**src/rtl/midi_parser_pkg.sv**
```systemverilog
// Shared MIDI definitions: parser state encoding, status byte constants and
// the data-length lookup used by the parser, router and transmit-side builder.
package midi_parser_pkg;

    typedef enum logic [1:0] {
        S_IDLE    = 2'd0,
        S_WAIT_D1 = 2'd1,
        S_WAIT_D2 = 2'd2,
        S_SYSEX   = 2'd3
    } state_t;

    localparam logic [3:0] NOTE_OFF     = 4'h8;
    localparam logic [3:0] NOTE_ON      = 4'h9;
    localparam logic [3:0] POLY_AT      = 4'hA;
    localparam logic [3:0] CTRL_CHANGE  = 4'hB;
    localparam logic [3:0] PROG_CHANGE  = 4'hC;
    localparam logic [3:0] CHAN_AT      = 4'hD;
    localparam logic [3:0] PITCH        = 4'hE;
    localparam logic [3:0] SYSTEM       = 4'hF;

    localparam logic [7:0] SYSEX_START  = 8'hF0;
    localparam logic [7:0] MTC_QFRAME   = 8'hF1;
    localparam logic [7:0] SONG_POS     = 8'hF2;
    localparam logic [7:0] SONG_SEL     = 8'hF3;
    localparam logic [7:0] TUNE_REQ     = 8'hF6;
    localparam logic [7:0] SYSEX_END    = 8'hF7;
    localparam logic [7:0] TIMING_CLOCK = 8'hF8;

    // Number of data bytes following a status byte (0 for single-byte or undefined).
    function automatic logic [1:0] midi_data_len(input logic [7:0] status);
        logic [1:0] len;
        len = 2'd0;
        case (status[7:4])
            NOTE_OFF, NOTE_ON, POLY_AT, CTRL_CHANGE, PITCH: len = 2'd2;
            PROG_CHANGE, CHAN_AT:                           len = 2'd1;
            SYSTEM: begin
                if (status == MTC_QFRAME || status == SONG_SEL) len = 2'd1;
                else if (status == SONG_POS)                    len = 2'd2;
            end
            default: len = 2'd0;
        endcase
        return len;
    endfunction

endpackage

```
**src/rtl/midi_parser.sv**
```systemverilog
// Assembles MIDI messages from a receiver byte stream into a one-entry output slot,
// with running status, realtime pass-through, SysEx streaming and partial-message timeout.
module midi_parser
    import midi_parser_pkg::*;
#(
    parameter int TIMEOUT_CYCLES = 120_000,
    parameter bit SYSEX_PASS     = 1'b1
) (
    input  logic       clk,
    input  logic       rst,
    input  logic       rxdv,
    input  logic [7:0] rxdata,
    output logic       msg_valid,
    input  logic       msg_ready,
    output logic [7:0] msg_status,
    output logic [6:0] msg_data1,
    output logic [6:0] msg_data2,
    output logic [1:0] msg_len,
    output logic       msg_sysex,
    output logic       overrun,
    output logic [7:0] drop_count,
    output logic [1:0] dbg_state
);

    localparam int              CNT_W   = $clog2(TIMEOUT_CYCLES + 1);
    localparam logic [CNT_W-1:0] CNT_MAX = CNT_W'(TIMEOUT_CYCLES);

    state_t           state_q, state_d;
    logic [7:0]       run_st_q, run_st_d;
    logic             run_valid_q, run_valid_d;
    logic [7:0]       cur_st_q, cur_st_d;
    logic             need2_q, need2_d;
    logic [6:0]       d1_q, d1_d;
    logic [CNT_W-1:0] cnt_q, cnt_d;

    logic             valid_q, valid_d;
    logic [7:0]       status_q, status_d;
    logic [6:0]       data1_q, data1_d;
    logic [6:0]       data2_q, data2_d;
    logic [1:0]       len_q, len_d;
    logic             sysex_q, sysex_d;
    logic             overrun_q, overrun_d;
    logic [7:0]       drop_q, drop_d;

    logic             emit;
    logic [7:0]       e_status;
    logic [6:0]       e_d1, e_d2;
    logic [1:0]       e_len;
    logic             e_sysex;

    always_comb begin
        state_d     = state_q;
        run_st_d    = run_st_q;
        run_valid_d = run_valid_q;
        cur_st_d    = cur_st_q;
        need2_d     = need2_q;
        d1_d        = d1_q;
        emit        = 1'b0;
        e_status    = 8'h00;
        e_d1        = 7'h00;
        e_d2        = 7'h00;
        e_len       = 2'd1;
        e_sysex     = 1'b0;

        if (rxdv || cnt_q == CNT_MAX) cnt_d = '0;
        else                          cnt_d = cnt_q + 1'b1;
        if (rxdv)                     cnt_d = '0;
        else if (cnt_q == CNT_MAX)    cnt_d = cnt_q;

        if (rxdv) begin
            if (rxdata >= TIMING_CLOCK) begin
                // Realtime bytes leave all parse state alone.
                emit     = 1'b1;
                e_status = rxdata;
            end else if (rxdata[7]) begin
                if (rxdata < SYSEX_START) begin
                    run_st_d    = rxdata;
                    run_valid_d = 1'b1;
                    cur_st_d    = rxdata;
                    need2_d     = (midi_data_len(rxdata) == 2'd2);
                    state_d     = S_WAIT_D1;
                end else begin
                    run_valid_d = 1'b0;
                    state_d     = S_IDLE;
                    case (rxdata)
                        SYSEX_START: begin
                            state_d  = S_SYSEX;
                            emit     = SYSEX_PASS;
                            e_status = rxdata;
                            e_sysex  = 1'b1;
                        end
                        MTC_QFRAME, SONG_POS, SONG_SEL: begin
                            cur_st_d = rxdata;
                            need2_d  = (midi_data_len(rxdata) == 2'd2);
                            state_d  = S_WAIT_D1;
                        end
                        TUNE_REQ: begin
                            emit     = 1'b1;
                            e_status = rxdata;
                        end
                        SYSEX_END: begin
                            emit     = SYSEX_PASS && (state_q == S_SYSEX);
                            e_status = rxdata;
                            e_sysex  = 1'b1;
                        end
                        default: ;
                    endcase
                end
            end else begin
                case (state_q)
                    S_IDLE: begin
                        if (run_valid_q) begin
                            cur_st_d = run_st_q;
                            d1_d     = rxdata[6:0];
                            if (midi_data_len(run_st_q) == 2'd2) begin
                                need2_d = 1'b1;
                                state_d = S_WAIT_D2;
                            end else begin
                                need2_d  = 1'b0;
                                emit     = 1'b1;
                                e_status = run_st_q;
                                e_d1     = rxdata[6:0];
                                e_len    = 2'd2;
                            end
                        end
                    end
                    S_WAIT_D1: begin
                        d1_d = rxdata[6:0];
                        if (need2_q) begin
                            state_d = S_WAIT_D2;
                        end else begin
                            state_d  = S_IDLE;
                            emit     = 1'b1;
                            e_status = cur_st_q;
                            e_d1     = rxdata[6:0];
                            e_len    = 2'd2;
                        end
                    end
                    S_WAIT_D2: begin
                        state_d  = S_IDLE;
                        emit     = 1'b1;
                        e_status = cur_st_q;
                        e_d1     = d1_q;
                        e_d2     = rxdata[6:0];
                        e_len    = 2'd3;
                    end
                    S_SYSEX: begin
                        emit     = SYSEX_PASS;
                        e_status = rxdata;
                        e_sysex  = 1'b1;
                    end
                    default: ;
                endcase
            end
        end else if ((state_q == S_WAIT_D1 || state_q == S_WAIT_D2) && cnt_q == CNT_MAX) begin
            // Stale partial is discarded; running status survives.
            state_d = S_IDLE;
        end
    end

    // Slot handshake: a message transfers on a cycle where msg_valid && msg_ready;
    // while msg_valid is high without msg_ready, all fields hold steady.
    always_comb begin
        valid_d   = valid_q;
        status_d  = status_q;
        data1_d   = data1_q;
        data2_d   = data2_q;
        len_d     = len_q;
        sysex_d   = sysex_q;
        overrun_d = 1'b0;
        drop_d    = drop_q;

        if (emit) begin
            if (!valid_q || msg_ready) begin
                valid_d  = 1'b1;
                status_d = e_status;
                data1_d  = e_d1;
                data2_d  = e_d2;
                len_d    = e_len;
                sysex_d  = e_sysex;
            end else begin
                overrun_d = 1'b1;
                if (drop_q != 8'hFF) drop_d = drop_q + 8'd1;
            end
        end else if (valid_q && msg_ready) begin
            valid_d = 1'b0;
        end
    end

    always_ff @(posedge clk or negedge rst) begin
        if (!rst) begin
            state_q     <= S_IDLE;
            run_st_q    <= 8'h00;
            run_valid_q <= 1'b0;
            cur_st_q    <= 8'h00;
            need2_q     <= 1'b0;
            d1_q        <= 7'h00;
            cnt_q       <= '0;
            valid_q     <= 1'b0;
            status_q    <= 8'h00;
            data1_q     <= 7'h00;
            data2_q     <= 7'h00;
            len_q       <= 2'd0;
            sysex_q     <= 1'b0;
            overrun_q   <= 1'b0;
            drop_q      <= 8'h00;
        end else begin
            state_q     <= state_d;
            run_st_q    <= run_st_d;
            run_valid_q <= run_valid_d;
            cur_st_q    <= cur_st_d;
            need2_q     <= need2_d;
            d1_q        <= d1_d;
            cnt_q       <= cnt_d;
            valid_q     <= valid_d;
            status_q    <= status_d;
            data1_q     <= data1_d;
            data2_q     <= data2_d;
            len_q       <= len_d;
            sysex_q     <= sysex_d;
            overrun_q   <= overrun_d;
            drop_q      <= drop_d;
        end
    end

    assign msg_valid  = valid_q;
    assign msg_status = status_q;
    assign msg_data1  = data1_q;
    assign msg_data2  = data2_q;
    assign msg_len    = len_q;
    assign msg_sysex  = sysex_q;
    assign overrun    = overrun_q;
    assign drop_count = drop_q;
    assign dbg_state  = state_q;

endmodule
```
**config.mk**
```make
export PLATFORM = sky130hd
export DESIGN_NAME = midi_parser
export DESIGN_NICKNAME = d
export VERILOG_FILES = /design/src/rtl/midi_parser_pkg.sv /design/src/rtl/midi_parser.sv
export SDC_FILE = /design/constraint.sdc
export NUM_CORES = 1
export LEC_CHECK = 0
export CAP_MARGIN = 20
export CORE_ASPECT_RATIO = 1.25
export CORE_MARGIN = 3
export CORE_UTILIZATION = 56
export DETAILED_ROUTE_END_ITERATION = 7
export PLACE_DENSITY = 0.8
export SYNTH_ARGS = -nofsm -noshare
export SYNTH_HDL_FRONTEND = slang
export SYNTH_SLANG_ARGS = --single-unit
export TNS_END_PERCENT = 1
```
**constraint.sdc**
```tcl
create_clock -name clk -period 3.3 [get_ports clk]
set_clock_uncertainty 0.2 [all_clocks]
set_input_delay 0.66 -clock clk [delete_from_list [all_inputs] [get_ports clk]]
set_output_delay 0.66 -clock clk [all_outputs]
set_load 0.02 [all_outputs]
```
==> impl_metrics.tcl <==
set metrics [dict create \
    cts_htree_levels 3 \
    detailroute.via_count 3296 \
    avgViaCountPerCell 6.00 \
    worst_slew_pin_slew_ps 957 \
    synth_nets 428 \
    syn_inst 408 \
    critical_path_data_required_time_ps 3340 \
    place.detailed.hpwl_um 6900 \
    num-fill-cells 542 \
    result_of_the_run "completed" \
    fin_tns_setup_ps 0 \
    slew_limit_headroom 0.362 \
    fmax_mhz 369 \
    drive_above_1_share 0.126 \
    path_clk_slew_ps 90 \
    layout.nets 474 \
    grt_setup_unrepaired "no" \
    drt_drc_violations_left 0 \
    place.detailed.instances 533 \
    finalHoldViolations 0 \
    grt_pass1_wl_um 15900 \
    crit_path_max_fanout 9 \
    drt_pass1_iterations 5 \
    die_width_um 82.9 \
    postSynth.asyncResetShare 1.00 \
    worstPathArrival_ps 2750 \
    cts_resized 0 \
    grt_antenna_before_repair 0 \
    critical_path.cell_chain "clkdlybuf4s50_1, nand4_2, a211oi_2, o31ai_4, a21oi_2, mux2_2" \
    clock-sinks 79 \
    holdCritPathClass "input port to asynchronous set/reset pin" \
    grt_start_max_net_pins 80 \
    max_cap_violations 0 \
    min_period_over_period 0.821 \
    floorplan.die_area_sq_um 8470 \
    worst_setup_path_end_kind "flop" \
    core_region_area_sq_um 7060 \
    post_cts_hold_buffer_count 0 \
    route.final.wire_length_um 9730 \
    cts-root-buf "clkbuf_8" \
    routedWlPerCell_um 17.7 \
    die_y_um 102 \
    number_of_input_and_output_port_buffers_inserted 48 \
    finish.cell_count_without_fillers 549 \
    areaGrowthSynthToFinish_pct 18.9 \
    cellPowerDensity_nw_per_um2 591 \
    yosysUniqueCellTypes 58 \
    crit_path_top_delay_cell "clkdlybuf4s50_1" \
    finalWorstPathRequiredPeriod_ps 2710 \
    cell_area_after_technology_mapping_sq_um 4140 \
    grt_pass1_vias 3305 \
    grt_remaining_overflow 0 \
    grt_usage 0.238 \
    report.power.total_uw 2910 \
    clock_path_buffers 2 \
    portion_of_the_post_synthesis_area_used_by_sequential_elements 0.477 \
    cts_tree "yes" \
    power.leakage_uw 0.00211 \
    yosys_warnings 0 \
    ant_nets 0 \
    finalSetupViolCount 0 \
    timing.critical_path.from_type "input port" \
    critical-path-max-stage-delay_ps 670 \
    synth-edff-count 0 \
    path_class "input port to flop" \
    boundaryPins 49 \
    n_antenna_cell 0 \
    initial_core_util 0.586 \
    insertion_delay_ps 360 \
    postCtsSetupRepairBufs 0 \
    num_rows 34 \
    final_wtd_congestion 0.990 \
    ir_worst_vdd_mv 0.349 \
    number_of_synthesized_register_bits 79 \
    dr.first_iter.drc_count 265 \
    post_synth.cell_area_avg_sq_um 10.1 \
    synth_ff_type "dfrtp_1" \
    final_slew_viol_count 0 \
    cts-buffers-inserted 9 \
]
==> worst max-delay path, delay by kind of cell <==
family	cells	cell delay, ps
compound gates	3	810
buf+inv	1	670
mux	1	380
simple gates	1	240
==> cell usage in the layout (no fill, tap or decap), types with 7 or more instances in the layout <==
master and instances:
nand2_1 27, nand3_1 10, xnor2_1 10, o21ai_0 8, nor2b_1 11, ha_1 8, clkbuf_8 9, buf_4 16
dfrtp_1 79, nand4_1 17, mux2i_1 7, a21oi_1 22, and3_1 7, clkdlybuf4s50_1 47, inv_1 18, mux2_2 13
a31o_1 7, o21ai_1 9, nor2_1 41, a22o_1 9, xor2_1 11
==> through the flow <==
step           hold WS [ps]  setup WS (ps)   util  cell area [sq um]
2_1_floorplan           164            832      -               4140
3_3_place_gp            279            338  0.666               4700
3_5_place_dp            285            244  0.666               4700
4_1_cts                 282            614  0.697               4920
5_1_grt                 322            424  0.697               4920
6_report                244            591  0.697               4920
==> Yosys cell counts, types with 5 or more instances <==
master / count / area [sq um]
a22o_1: 9 / 78.8
nor2b_1: 11 / 68.8
o21ai_1: 9 / 45.0
xor2_1: 11 / 96.3
inv_1: 18 / 67.6
a31o_1: 7 / 61.3
nand4_1: 17 / 106
nand3_1: 10 / 50.1
ha_1: 8 / 100
clkbuf_1: 12 / 45.0
and3_1: 7 / 43.8
buf_6: 5 / 56.3
o21ai_0: 8 / 40.0
nor3_1: 5 / 25.0
nand2_1: 27 / 101
a21oi_1: 22 / 110
nor2_1: 41 / 154
and2_1: 5 / 31.3
buf_2: 6 / 30.0
o22a_1: 5 / 43.8
dfrtp_1: 79 / 1980
mux2_2: 13 / 146
xnor2_1: 10 / 87.6
mux2i_1: 7 / 70.1
==> worst paths after layout <==
path                                      startpoint                   endpoint  slack [ps]  depth (start not counted)
hold reg to reg            drop_count[6]$_DFFE_PN0P_  drop_count[6]$_DFFE_PN0P_         290                          1
max in group asynchronous                        rst        need2_q$_DFFE_PN0P_        2030                          1
hold / removal                                   rst       cnt_q[5]$_DFFE_PN0P_         240                          1
setup reg to reg            dbg_state[0]$_DFFE_PN0P_  drop_count[1]$_DFFE_PN0P_         610                          6
min in group clk           drop_count[6]$_DFFE_PN0P_  drop_count[6]$_DFFE_PN0P_         290                          1
setup / recovery                           rxdata[4]  drop_count[1]$_DFFE_PN0P_         590                          6
==> state kept, by name, summed over array words and instances (netlist names), 2 cells and up <==
name	cells
msg_len	2
d1_q	7
cnt_q	17
cur_st_q	8
msg_data1	7
drop_count	8
dbg_state	2
run_st_q	8
msg_data2	7
msg_status	8
==> logic make-up (layout without fill, tap and decap cells) <==
kind of cell | Yosys count | in the layout | share of synthesized area
xor gates and xnor gates | 21 | 21 | 0.0444
muxes | 20 | 20 | 0.0523
AOI/OAI and AO/OA | 94 | 94 | 0.170
buffers and inverters | 47 | 98 | 0.0571
DFF | 79 | 79 | 0.477
and+or+nand+nor | 139 | 139 | 0.174
adders and majority gates | 8 | 8 | 0.0242
==> cell type report <==
class	count	area, sq um	area share
Multi-Input combinational cell	282	1930	0.393
Inverter	18	67.6	0.0137
Clock buffer	10	128	0.0259
Sequential cell	79	1980	0.402
Timing Repair Buffer	64	611	0.124
Tap cell	90	113	0.0229
Clock inverter	6	93.8	0.0191
==> per-layer routing <==
layer / up-vias / GRT usage / share of wire
met4: 0 / 0.128 / 0.032
met5: - / 0 / 0
met1: 1604 / 0.279 / 0.39
met3: 26 / 0.0435 / 0.058
met2: 125 / 0.419 / 0.52
li1: 1541 / - / -
==> power by group <==
| part | switching, uW | internal (uW) | leakage, uW |
|---|---|---|---|
| logic | 450 | 401 | 0.000998 |
| clock network | 362 | 431 | 0.000107 |
| registers | 124 | 1140 | 0.00100 |
(Power assumes the default switching activity.)
